**src/rtl/fp_normalize_pipe.sv**
```systemverilog
// fp_normalize_pipe: two-stage pipelined mantissa normalizer.
// Stage 1 computes the leading-zero count and the shift headroom above the
// per-format minimum normal exponent. Stage 2 clamps the shift to that
// headroom, barrel-shifts the mantissa and adjusts the exponent.
// Optional build macro FNORM_FLUSH_DEN_EN: flush denormal results to a
// signed zero (res_den stays 1 so the caller still sees the underflow).
module fp_normalize_pipe #(
  parameter int unsigned      MANT_W   = 64,
  parameter int unsigned      EXP_W    = 16,
  parameter logic [EXP_W-1:0] EMIN_EXT = EXP_W'(16'h0001),
  parameter logic [EXP_W-1:0] EMIN_DBL = EXP_W'(16'h3C01)
) (
  input  logic              clk,
  input  logic              rst,
  input  logic              clkEn,
  input  logic              en,
  input  logic              isDBL,
  input  logic              sgn,
  input  logic [EXP_W-1:0]  expA,
  input  logic [MANT_W-1:0] mant,
  output logic              res_valid,
  output logic              res_sgn,
  output logic [EXP_W-1:0]  res_exp,
  output logic [MANT_W-1:0] res_mant,
  output logic              res_den,
  output logic              res_zero
);

  // SH_W bits drive the barrel levels; one extra bit lets lzc reach MANT_W.
  localparam int unsigned SH_W  = $clog2(MANT_W);
  localparam int unsigned LZC_W = SH_W + 1;
  localparam int unsigned CMP_W = (EXP_W > LZC_W) ? EXP_W : LZC_W;

  // Leading-zero count; scanning upward leaves the highest set bit's count.
  function automatic logic [LZC_W-1:0] count_lz(input logic [MANT_W-1:0] m);
    count_lz = LZC_W'(MANT_W);
    for (int i = 0; i < MANT_W; i++) begin
      if (m[i]) count_lz = LZC_W'(MANT_W - 1 - i);
    end
  endfunction

  // ---------------- Stage 1 ----------------
  logic [EXP_W-1:0]  emin_c;
  logic [EXP_W-1:0]  hr_d;
  logic [LZC_W-1:0]  lzc_d;
  logic              zero1_d;

  logic              v1_q;
  logic              sgn1_q;
  logic [EXP_W-1:0]  exp1_q;
  logic [MANT_W-1:0] mant1_q;
  logic [LZC_W-1:0]  lzc1_q;
  logic [EXP_W-1:0]  hr1_q;
  logic              zero1_q;

  // Stage 1 combinational: format minimum, headroom, lzc and zero detect.
  always_comb begin
    // NOTE: every always_comb output gets a value on every path (here
    // unconditionally) so no latch is inferred.
    emin_c  = isDBL ? EMIN_DBL : EMIN_EXT;
    hr_d    = (expA > emin_c) ? (expA - emin_c) : '0;
    lzc_d   = count_lz(mant);
    zero1_d = (mant == '0);
  end

  // Stage 1 register: valid follows en on enabled edges, data only on en.
  always_ff @(posedge clk) begin
    // NOTE: state is updated with non-blocking assignments so every register
    // samples pre-edge values regardless of statement order.
    // NOTE: data registers are reset too, because the outputs must read 0
    // after reset rather than leftover pipeline contents.
    if (rst) begin
      v1_q    <= 1'b0;
      sgn1_q  <= 1'b0;
      exp1_q  <= '0;
      mant1_q <= '0;
      lzc1_q  <= '0;
      hr1_q   <= '0;
      zero1_q <= 1'b0;
    end else if (clkEn) begin
      v1_q <= en;
      if (en) begin
        sgn1_q  <= sgn;
        exp1_q  <= expA;
        mant1_q <= mant;
        lzc1_q  <= lzc_d;
        hr1_q   <= hr_d;
        zero1_q <= zero1_d;
      end
    end
  end

  // ---------------- Stage 2 ----------------
  logic              lzc_gt_hr;
  logic [LZC_W-1:0]  shift;
  logic [MANT_W-1:0] shifted;
  logic [EXP_W-1:0]  exp2_d;
  logic [MANT_W-1:0] mant2_d;
  logic              den2_d;
  logic              zero2_d;

  logic              valid_q;
  logic              sgn2_q;
  logic [EXP_W-1:0]  exp2_q;
  logic [MANT_W-1:0] mant2_q;
  logic              den2_q;
  logic              zero2_q;

  // Stage 2 combinational: clamp the shift, barrel-shift, adjust exponent.
  always_comb begin
    lzc_gt_hr = CMP_W'(lzc1_q) > CMP_W'(hr1_q);
    // When clamped, headroom < lzc <= MANT_W, so it fits in LZC_W bits.
    shift     = lzc_gt_hr ? LZC_W'(hr1_q) : lzc1_q;

    shifted = mant1_q;
    for (int i = 0; i < SH_W; i++) begin
      if (shift[i]) shifted = shifted << (1 << i);
    end
    // A full-width shift only happens for a zero mantissa.
    if (shift[SH_W]) shifted = '0;

    mant2_d = shifted;
    exp2_d  = zero1_q ? '0 : (exp1_q - EXP_W'(shift));
    den2_d  = ~zero1_q & lzc_gt_hr;
    zero2_d = zero1_q;
`ifdef FNORM_FLUSH_DEN_EN
    if (den2_d) begin
      mant2_d = '0;
      exp2_d  = '0;
      zero2_d = 1'b1;
    end
`endif
  end

  // Stage 2 register: result data updates only for valid results, so the
  // outputs hold their last value while res_valid is low.
  always_ff @(posedge clk) begin
    if (rst) begin
      valid_q <= 1'b0;
      sgn2_q  <= 1'b0;
      exp2_q  <= '0;
      mant2_q <= '0;
      den2_q  <= 1'b0;
      zero2_q <= 1'b0;
    end else if (clkEn) begin
      valid_q <= v1_q;
      if (v1_q) begin
        sgn2_q  <= sgn1_q;
        exp2_q  <= exp2_d;
        mant2_q <= mant2_d;
        den2_q  <= den2_d;
        zero2_q <= zero2_d;
      end
    end
  end

  assign res_valid = valid_q;
  assign res_sgn   = sgn2_q;
  assign res_exp   = exp2_q;
  assign res_mant  = mant2_q;
  assign res_den   = den2_q;
  assign res_zero  = zero2_q;

endmodule

```
**config.mk**
```make
export PLATFORM = sky130hd
export DESIGN_NAME = fp_normalize_pipe
export DESIGN_NICKNAME = d
export VERILOG_FILES = /design/src/rtl/fp_normalize_pipe.sv
export SDC_FILE = /design/constraint.sdc
export NUM_CORES = 1
export LEC_CHECK = 0
export ABC_AREA = 1
export CAP_MARGIN = 25
export CORE_UTILIZATION = 30
export DETAILED_ROUTE_END_ITERATION = 10
export GPL_ROUTABILITY_DRIVEN = 0
export PLACE_DENSITY = 0.5
export REMOVE_ABC_BUFFERS = 1
export SLEW_MARGIN = 30
export SYNTH_ARGS = -nofsm -noshare
export SYNTH_HDL_FRONTEND = slang
export SYNTH_SLANG_ARGS = --single-unit
export TNS_END_PERCENT = 10
```
**constraint.sdc**
```tcl
create_clock -name clk -period 5.8 [get_ports clk]
set_clock_uncertainty 0.15 [all_clocks]
set_input_delay 1.16 -clock clk [delete_from_list [all_inputs] [get_ports clk]]
set_output_delay 1.16 -clock clk [all_outputs]
set_load 0.03 [all_outputs]
```
Word level (Yosys, flattened, before mapping):

Cells that the tools add are included.

* memory bits (writable): 0
* output and inout bits: 84
* latch bits: 0
* logic and storage cells: 97
* memories kept: 0
* bits in registers: 190
* bits in read-only memories: 0
* input bits: 86

* add/subtract/negate cells: 2
* eq/ne operators: 0
* muxes and demuxes: 75
* shift operators: 0
* reduce and logical (&&, ||, !) cells: 3
* div/mod/pow operators: 0
* multiply operators: 0
* bitwise gates (word level): 2
* order comparisons: 2

Operator list (count)
* 7-bit two-way mux: 65
* 64-bit two-way mux: 7
* 64-bit logical NOT: 1
* 16-bit two-way mux: 2
* 16-bit by 14-bit > comparator with 1-bit output: 1
* 7-bit by 16-bit > comparator with 1-bit output: 1
* 16-bit by 14-bit subtractor with 16-bit output: 1
* 16-bit by 7-bit subtractor with 16-bit output: 1
* 14-bit two-way mux: 1
* 2-bit AND reduction: 2
* 1-bit AND: 1
* 1-bit inverter: 1

Depth between registers and ports, before layout:

* depth after elaboration: 64
* mapped depth: 65
* gate-level depth less buffers: 65

Worst setup path after synthesis:

OpenSTA, ideal clock, no wires.

* path kind: reg2reg
* start point: register hr1_q[5]
* end point: register exp2_q[13] (netlist: res_exp[13])
* buffers on the path: 3
* data required time: 5.580 ns
* setup slack: 1.374 ns
* clock period less this slack: 4.426 ns
* cell stages (with the launch flop): 31
* data arrival time: 4.206 ns
* setup time: 0.070 ns
* cell sequence: dfxtp_1 > inv_1 > ha_1 > nand2_1 > nor3_1 > nand4_1 > nand3_1 > inv_2 > nand2_1 > inv_2 > or2_1 > o21ai_1 > clkbuf_1 > clkbuf_1 > buf_2 > ha_1 > nand2_1 > nor2_1 > a211oi_1 > nor2_1 > nor2_1 > o21bai_1 > inv_1 > nor2_1 > inv_1 > a21oi_1 > nor3_1 > nand3_1 > a21boi_0 > o21ai_0 > a21oi_1

* longest elaborated chain between the ends: 4

RTL lines
* from (decl): RTL line 53 `logic [EXP_W-1:0] hr1_q;`
* from (signal assigned): RTL line 87 `hr1_q <= hr_d;`
* 7-bit by 16-bit > comparator with 1-bit output: RTL line 111 `lzc_gt_hr = CMP_W'(lzc1_q) > CMP_W'(hr1_q);`
* 7-bit two-way mux (*): RTL line 113 `shift = lzc_gt_hr ? LZC_W'(hr1_q) : lzc1_q;`
* 16-bit by 7-bit subtractor with 16-bit output (*): RTL line 123 `exp2_d = zero1_q ? '0 : (exp1_q - EXP_W'(shift));`
* 16-bit two-way mux (*): RTL line 123
* to (signal assigned): RTL line 149 `exp2_q <= exp2_d;`
* to (decl): RTL line 104 `logic [EXP_W-1:0] exp2_q;`

Every way passes the cells marked *; elsewhere a longest branch is shown, timed or not.
A chain may end at the register's enable or synchronous reset.

Final worst setup path:

* start point: register hr1_q[5]
* end point: register exp2_q[14] (netlist: res_exp[14])

The elaborated chain is that of the path after synthesis.

==> impl_metrics.py <==
metrics = {
    "worst_setup_path": {
        "worstPathRequired_ps": 6040,
        "worstSetupEndpointType": "flip-flop",
        "cp_max_fo": 9,
        "cp.arrival_ps": 4960,
        "cpPeakStageDelay_ps": 430,
        "cp_slowest_cell": "fa_1",
        "worstSetupPathType": "flip-flop to flip-flop",
        "cpMostUsedCell": "nor2_1",
        "critPathLaunchType": "flip-flop",
    },
    "clock_network": {
        "cts_setup_buffers": 0,
        "h-tree-depth": 4,
        "cts_resized": 0,
        "root_buffer": "clkbuf_16",
        "numClockSinks": 190,
        "cts_inserted_buffers": 17,
        "clk-insertion-delay-late_ps": 450,
        "cts_tree": "built",
        "clk_pin_slew_ps": 80,
        "cts_buffer_depth": 2,
        "postCtsHoldBufs": 0,
    },
    "cells_and_area": {
        "drive_gt1_frac": 0.04340,
        "layoutNonFillerInstCount": 2668,
        "syn_to_final_growth_pct": 22.27,
        "final_area_sq_um": 14850,
        "diodes": 0,
        "final_nets": 2237,
    },
    "placed_design": {
        "io_buffers": 169,
        "dpl_cell_area_sq_um": 14270,
        "dp.cells": 2636,
        "dp_hpwl_um": 30310,
    },
    "timing": {
        "tightestPinTransition_ps": 951.9,
        "slew_headroom": 0.3654,
        "period_needed_ps": 4726,
        "grt_setup_unrepaired": "false",
        "fmax_mhz": 211.6,
        "period_share": 0.8148,
        "hold_violations": 0,
        "whs_ps": 310.7,
        "finalSetupViolCount": 0,
        "slew_viol_final": 0,
    },
    "power_and_ir_drop": {
        "vdd_drop_max_mv": 0.1713,
        "power.density_nw_per_um2": 267.4,
        "p_leak_uw": 0.006030,
    },
    "floorplan": {
        "fp.dieH_um": 203.2,
        "io-pin-count": 170,
        "fp-row-count": 73,
        "die_area_sq_um": 41280,
        "start_util": 0.3049,
        "core_sq_um": 39820,
        "die_width_um": 203.2,
    },
    "logic_synthesis": {
        "dominantRegCellSynth": "dfxtp_1",
        "yosysUniqueCellTypes": 39,
        "yosysSeqAreaShare": 0.3132,
        "synthAdderAreaFrac": 0.02226,
        "synthMuxAreaShare": 0,
        "synth_edf_count": 0,
        "synth_xor_area_frac": 0.007934,
        "ys_warn_count": 0,
        "synth_compound_area_frac": 0.2508,
        "synthArstFlopShare": 0,
        "syn_area_sq_um": 12140,
        "synth-seq-cells": 190,
        "synth_top_family_by_area": "simple AND/OR/NAND/NOR gates",
        "yosys-top-cells-area": "dfxtp_1 (31%), nand2_1 (19%), a21oi_1 (7.9%), inv_1 (7.8%), o21ai_1 (7.7%)",
        "syn_area_per_cell_sq_um": 5.947,
        "syn-instance-count": 2042,
        "yosys.area_share.simple": 0.2711,
        "yosysTopAreaCell": "dfxtp_1",
        "synth_top_area_share": 0.3132,
    },
    "drt": {
        "antenna_left": 0,
        "first_pass_iters": 7,
        "wire_per_inst_um": 15.23,
        "vias": 12590,
        "via_per_inst": 4.719,
        "wirelength_um": 40640,
        "drcViolationCount": 0,
        "drt_iter0_drc": 833,
    },
    "grt": {
        "grt_max_degree": 93,
        "grtUsageTotal": 0.1986,
        "grt_pass1_wl_um": 64560,
        "grt_pass1_vias": 11810,
        "overflow": 0,
        "antenna_found_initial": 0,
    },
    "hold_path": {
        "hold_path_class": "flip-flop to flip-flop",
    },
    "status": {
        "status": "completed",
    },
    "job": {
        "drv_cap": 0,
    },
}
==> routing by layer <==
layer / up-vias / wire, um / share of wire / GRT usage
met5: - / 0 / 0 / 0
met4: 0 / 548 / 0.013 / 0.04887
met3: 22 / 1891 / 0.047 / 0.03691
met2: 228 / 18320 / 0.45 / 0.3192
met1: 5631 / 19880 / 0.49 / 0.2721
li1: 6709 / - / - / -
==> synth_stat cells (9+ instances only) <==
library cell    n
nand3_1        51
clkbuf_1      112
inv_1         251
nand2_1       627
dfxtp_1       190
ha_1           20
a21oi_1       191
bufinv_8        9
a31oi_1        12
nor2_1        139
o21ai_1       187
inv_2          18
o21ai_0       126
o211ai_1       25
==> sequential cells by signal (all words and copies together), names as in the netlist <==
register	cells
exp1_q	16
mant1_q	64
lzc1_q	7
res_den	1
res_zero	1
res_valid	1
sgn1_q	1
v1_q	1
zero1_q	1
res_exp	16
res_mant	64
hr1_q	16
res_sgn	1
==> kinds of logic after synthesis <==
group / after synthesis
buffers and inverters: 402
AO/OA/AOI/OAI: 574
flip-flops: 190
XOR/XNOR: 11
adder cells (fa/ha/maj): 21
AND/OR/NAND/NOR: 844
==> per-stage QoR <==
stage / worst slack, ps / total power (uW) / TNS [ps] / util
2_1_floorplan: -850.4 / 2331 / -41300 / -
3_3_place_gp: 563.8 / 2799 / 0 / 0.3582
3_5_place_dp: 631.3 / 2803 / 0 / 0.3583
4_1_cts: 1067 / 4001 / 0 / 0.3728
5_1_grt: 441.9 / 4235 / 0 / 0.3728
6_report: 1074 / 3970 / 0 / 0.3728
==> cells in the final DEF (no fill, tap or decap), drive strengths merged, types with 2 or more instances in the layout <==
cell             n
a211oi           6
a21boi           2
a21oi          192
a31oi           12
buf             22
bufinv          10
clkbuf          17
clkdlybuf4s50  168
clkinv           9
clkinvlp         3
dfxtp          190
ha              20
inv            274
nand2          627
nand3           51
nand3b           2
nand4            5
nor2           139
nor3             8
nor4             4
o211ai          25
o21ai          313
o21bai           5
o221ai           5
o22ai            3
o311ai           3
o31ai            3
or2              8
xnor2            4
xor2             7
==> layout make-up <==
| class | instances | area, sq um |
|---|---|---|
| timing repair buffer | 190 | 1863 |
| tap | 525 | 656.9 |
| fill | 4458 | 24980 |
| sequential | 190 | 3804 |
| clock inverter | 15 | 152.6 |
| multi-input combinational | 1450 | 6765 |
| inverter | 281 | 1180 |
| clock buffer | 17 | 425.4 |
==> critical path: cells and delay by family, from the launching register on <==
| family | cells | cell delay [ps] |
|---|---|---|
| AND/OR/NAND/NOR | 18 | 2530 |
| adder cells (fa/ha/maj) | 3 | 940 |
| AO/OA/AOI/OAI | 3 | 390 |
| flip-flops | 1 | 380 |
| buffers and inverters | 5 | 300 |
==> worst paths after layout <==
check         startpoint           to  slack, ps  cells past startpoint
max             hr1_q[5]  res_exp[14]       1070                     29
min          mant1_q[49]  mant1_q[49]        310                      2
max reg2reg     hr1_q[5]  res_exp[14]       1070                     29
min reg2reg  mant1_q[49]  mant1_q[49]        310                      2
==> report_power, final <==
part	internal, uW	switching (uW)	leakage, uW
Clock	607	580	0.000276
Combinational	436	938	0.00420
Sequential	1370	37.9	0.00155
Total	2410	1560	0.00603
No activity file was read; power rests on OpenSTA's default activity.
==> RTL edit, RTL diff (same flow settings) <==
Make the reset (`rst`) asynchronous in 2 clocked blocks.
--- a/src/rtl/fp_normalize_pipe.sv
+++ b/src/rtl/fp_normalize_pipe.sv
@@ -64,7 +64,7 @@
   end
 
   // Stage 1 register: valid follows en on enabled edges, data only on en.
-  always_ff @(posedge clk) begin
+  always_ff @(posedge clk or posedge rst) begin
     // NOTE: state is updated with non-blocking assignments so every register
     // samples pre-edge values regardless of statement order.
     // NOTE: data registers are reset too, because the outputs must read 0
@@ -134,7 +134,7 @@
 
   // Stage 2 register: result data updates only for valid results, so the
   // outputs hold their last value while res_valid is low.
-  always_ff @(posedge clk) begin
+  always_ff @(posedge clk or posedge rst) begin
     if (rst) begin
       valid_q <= 1'b0;
       sgn2_q  <= 1'b0;
Behaviour: differs if rst is asserted again (counterexample within 4 cycles, from zero or initial values and one cycle with rst high); with rst held inactive, the same outputs for 4 cycles.
==> RTL edit against the unedited design <==
The run now ends with design-rule violations left; routed wire length about the same; first-iteration DRC count up 1.9%; count of clock-buffer cells in the layout up 2; setup slack better by 0.15 ns; final cell count down 6.0%; area after synthesis up 3.4%; cell area up 3.6%; synthesized cell count down 9.0%; die area up 3.3%; core utilization up 0.23 points; sequential cell count unchanged; total power up 25%; critical endpoint is now res_exp[14].
==> RTL edit: results (changes against the unedited design) <==
Worst R2R End=res_exp[14]; largest net degree at the start of global routing=134 (+44%); fraction of layout cells with a size suffix above 1=0.0466 (+0.00319); # DRC=9 (+9); worst endpoint data arrival time=4.76 ns (-0.20 ns); Tightest Pin Transition=0.949 ns (-0.00311 ns); share of the yosys chip area belonging to registers=0.379 (+0.0656); initial antenna violation count=0 (unchanged); cell count after synthesis=1858 (-9.0%); worst-case hold path end point=res_sgn; failing checks=design-rule violations; post-CTS setup buffers=0 (unchanged); drt via density=4.81 (+2.0%); leakage power=7.20 nW (+19%); ranking of synthesized cells by area=dfrtp_1, nand2_1, o21ai_1; n_diodes=0 (unchanged); PostCTS Resize Cnt=0 (unchanged); pre-CTS setup slack=0.681 ns (+0.0493 ns); CTS Buf Count=17 (unchanged); vias in the first global route=12000 (+1.2%); Routed WL per cell=16.2 um (+6.4%); clk_lat worst skew=roughly 0.46 ns; prevailing post-synth register cell=dfrtp_1; CP max FO=12 (+3); Peak VDD IR=0.000193 V (+13%); H-Tree Depth=4 (unchanged); Filler cells=4460 (+0.045%); top post-synthesis cells by count=nand2_1, inv_1, o21ai_1; library cells used by synthesis=36 (-7.7%); WS Path Type=flip-flop to flip-flop; min-delay src=sgn1_q; Initial DRC Count=849 (+1.9%); worst r2r src=lzc1_q[1]; status=finished with violations; Final ANT Viol Nets=0 (unchanged); HP Class=flip-flop to flip-flop; Final #Nets=2070 (-7.5%); total track usage=0.200 (+0.00110); Routed WL=40600 um (about the same); placed insts=2476 (-6.1%); r2r setup slk=1.23 ns (+0.15 ns); router iterations before antenna repair=8 (+1); first-pass GRT wire length=65900 um (+2.0%); Async SR Flop Fraction=1.00 (+1.00); post-DP HPWL=30700 um (+1.1%); cell depth of the worst flop-to-flop path=23 (-21%); Starting Density=0.306 (+0.00107)
RTL edit: cell count changes in the layout (fill, tap and decap cells not counted), moves of 9 or more:
cell | before | now
a32o_1 | 0 | 17
o21ai_0 | 126 | 150
o21ai_1 | 182 | 202
o22ai_1 | 3 | 16
a22o_1 | 0 | 9
nand2_1 | 625 | 592
a21oi_1 | 191 | 26
nor4_1 | 4 | 13
nor2_1 | 138 | 83
dfrtp_1 | 0 | 190
dfxtp_1 | 190 | 0
RTL edit: worst max-delay path, cell delays in order, from the launching register on:
cell and delay [ns]:
dfrtp_1 0.41, ha_1 0.32, a21oi_1 0.07, o21ai_1 0.13, nand2_1 0.07, o211ai_1 0.14
nand3_1 0.55, o21ai_4 0.37, inv_2 0.09, fa_1 0.41, a21oi_1 0.15, nor2_1 0.05
nor2_1 0.12, nor2_1 0.07, nor2_1 0.08, inv_1 0.04, a21oi_1 0.17, nor2_1 0.07
nor2_1 0.17, inv_1 0.09, nor3_1 0.36, nand2_1 0.08, o21ai_0 0.17, o21ai_0 0.10
RTL edit: worst max path at each step:
stage                   to  slack [ns]
2_1_floorplan  res_exp[10]       -1.83
3_3_place_gp     lzc1_q[0]        0.66
3_5_place_dp     lzc1_q[0]        0.68
4_1_cts          lzc1_q[0]        1.17
5_1_grt        res_exp[14]        0.61
6_report       res_exp[14]        1.23
RTL edit: cell families after synthesis:
group           after synthesis  synth area share
fa+ha+maj                    21            0.0215
mux                           5           0.00399
flops                       190             0.379
simple gates                758             0.237
xor+xnor                     13           0.00907
buf+inv                     383             0.131
compound gates              488             0.219
RTL edit: power breakdown:
group	leakage (nW)	switching, mW	total, mW	internal (mW)
Combinational	4.50	1.20	1.92	0.714
Sequential	2.40	0.176	1.75	1.57
Clock	0.296	0.564	1.29	0.725
Total	7.20	1.94	4.95	3.01
RTL edit: metal layers:
layer / wire (um) / up-vias / GRT usage
met2: 18300 / 246 / 0.322
met3: 2000 / 36 / 0.0367
li1: - / 6225 / -
met1: 19500 / 5563 / 0.271
met5: 0 / - / 0
met4: 820 / 0 / 0.0583
RTL edit: through the flow:
| step | utilization | hold WS, ns | area, um2 |
|---|---|---|---|
| 2_1_floorplan | - | 0.292 | 12200 |
| 3_3_place_gp | 0.360 | 0.309 | 14800 |
| 3_5_place_dp | 0.360 | 0.321 | 14800 |
| 4_1_cts | 0.375 | 0.336 | 15400 |
| 5_1_grt | 0.375 | 0.347 | 15400 |
| 6_report | 0.375 | 0.330 | 15400 |
RTL edit: cell type report:
class / instances / area [um2] / area share
clock buffer: 19 / 433 / 0.0281
clock inverter: 12 / 183 / 0.0119
inverter: 279 / 1270 / 0.0823
multi-input combinational: 1285 / 6210 / 0.404
sequential: 190 / 4750 / 0.309
tap: 532 / 666 / 0.0433
timing repair buffer: 190 / 1870 / 0.122
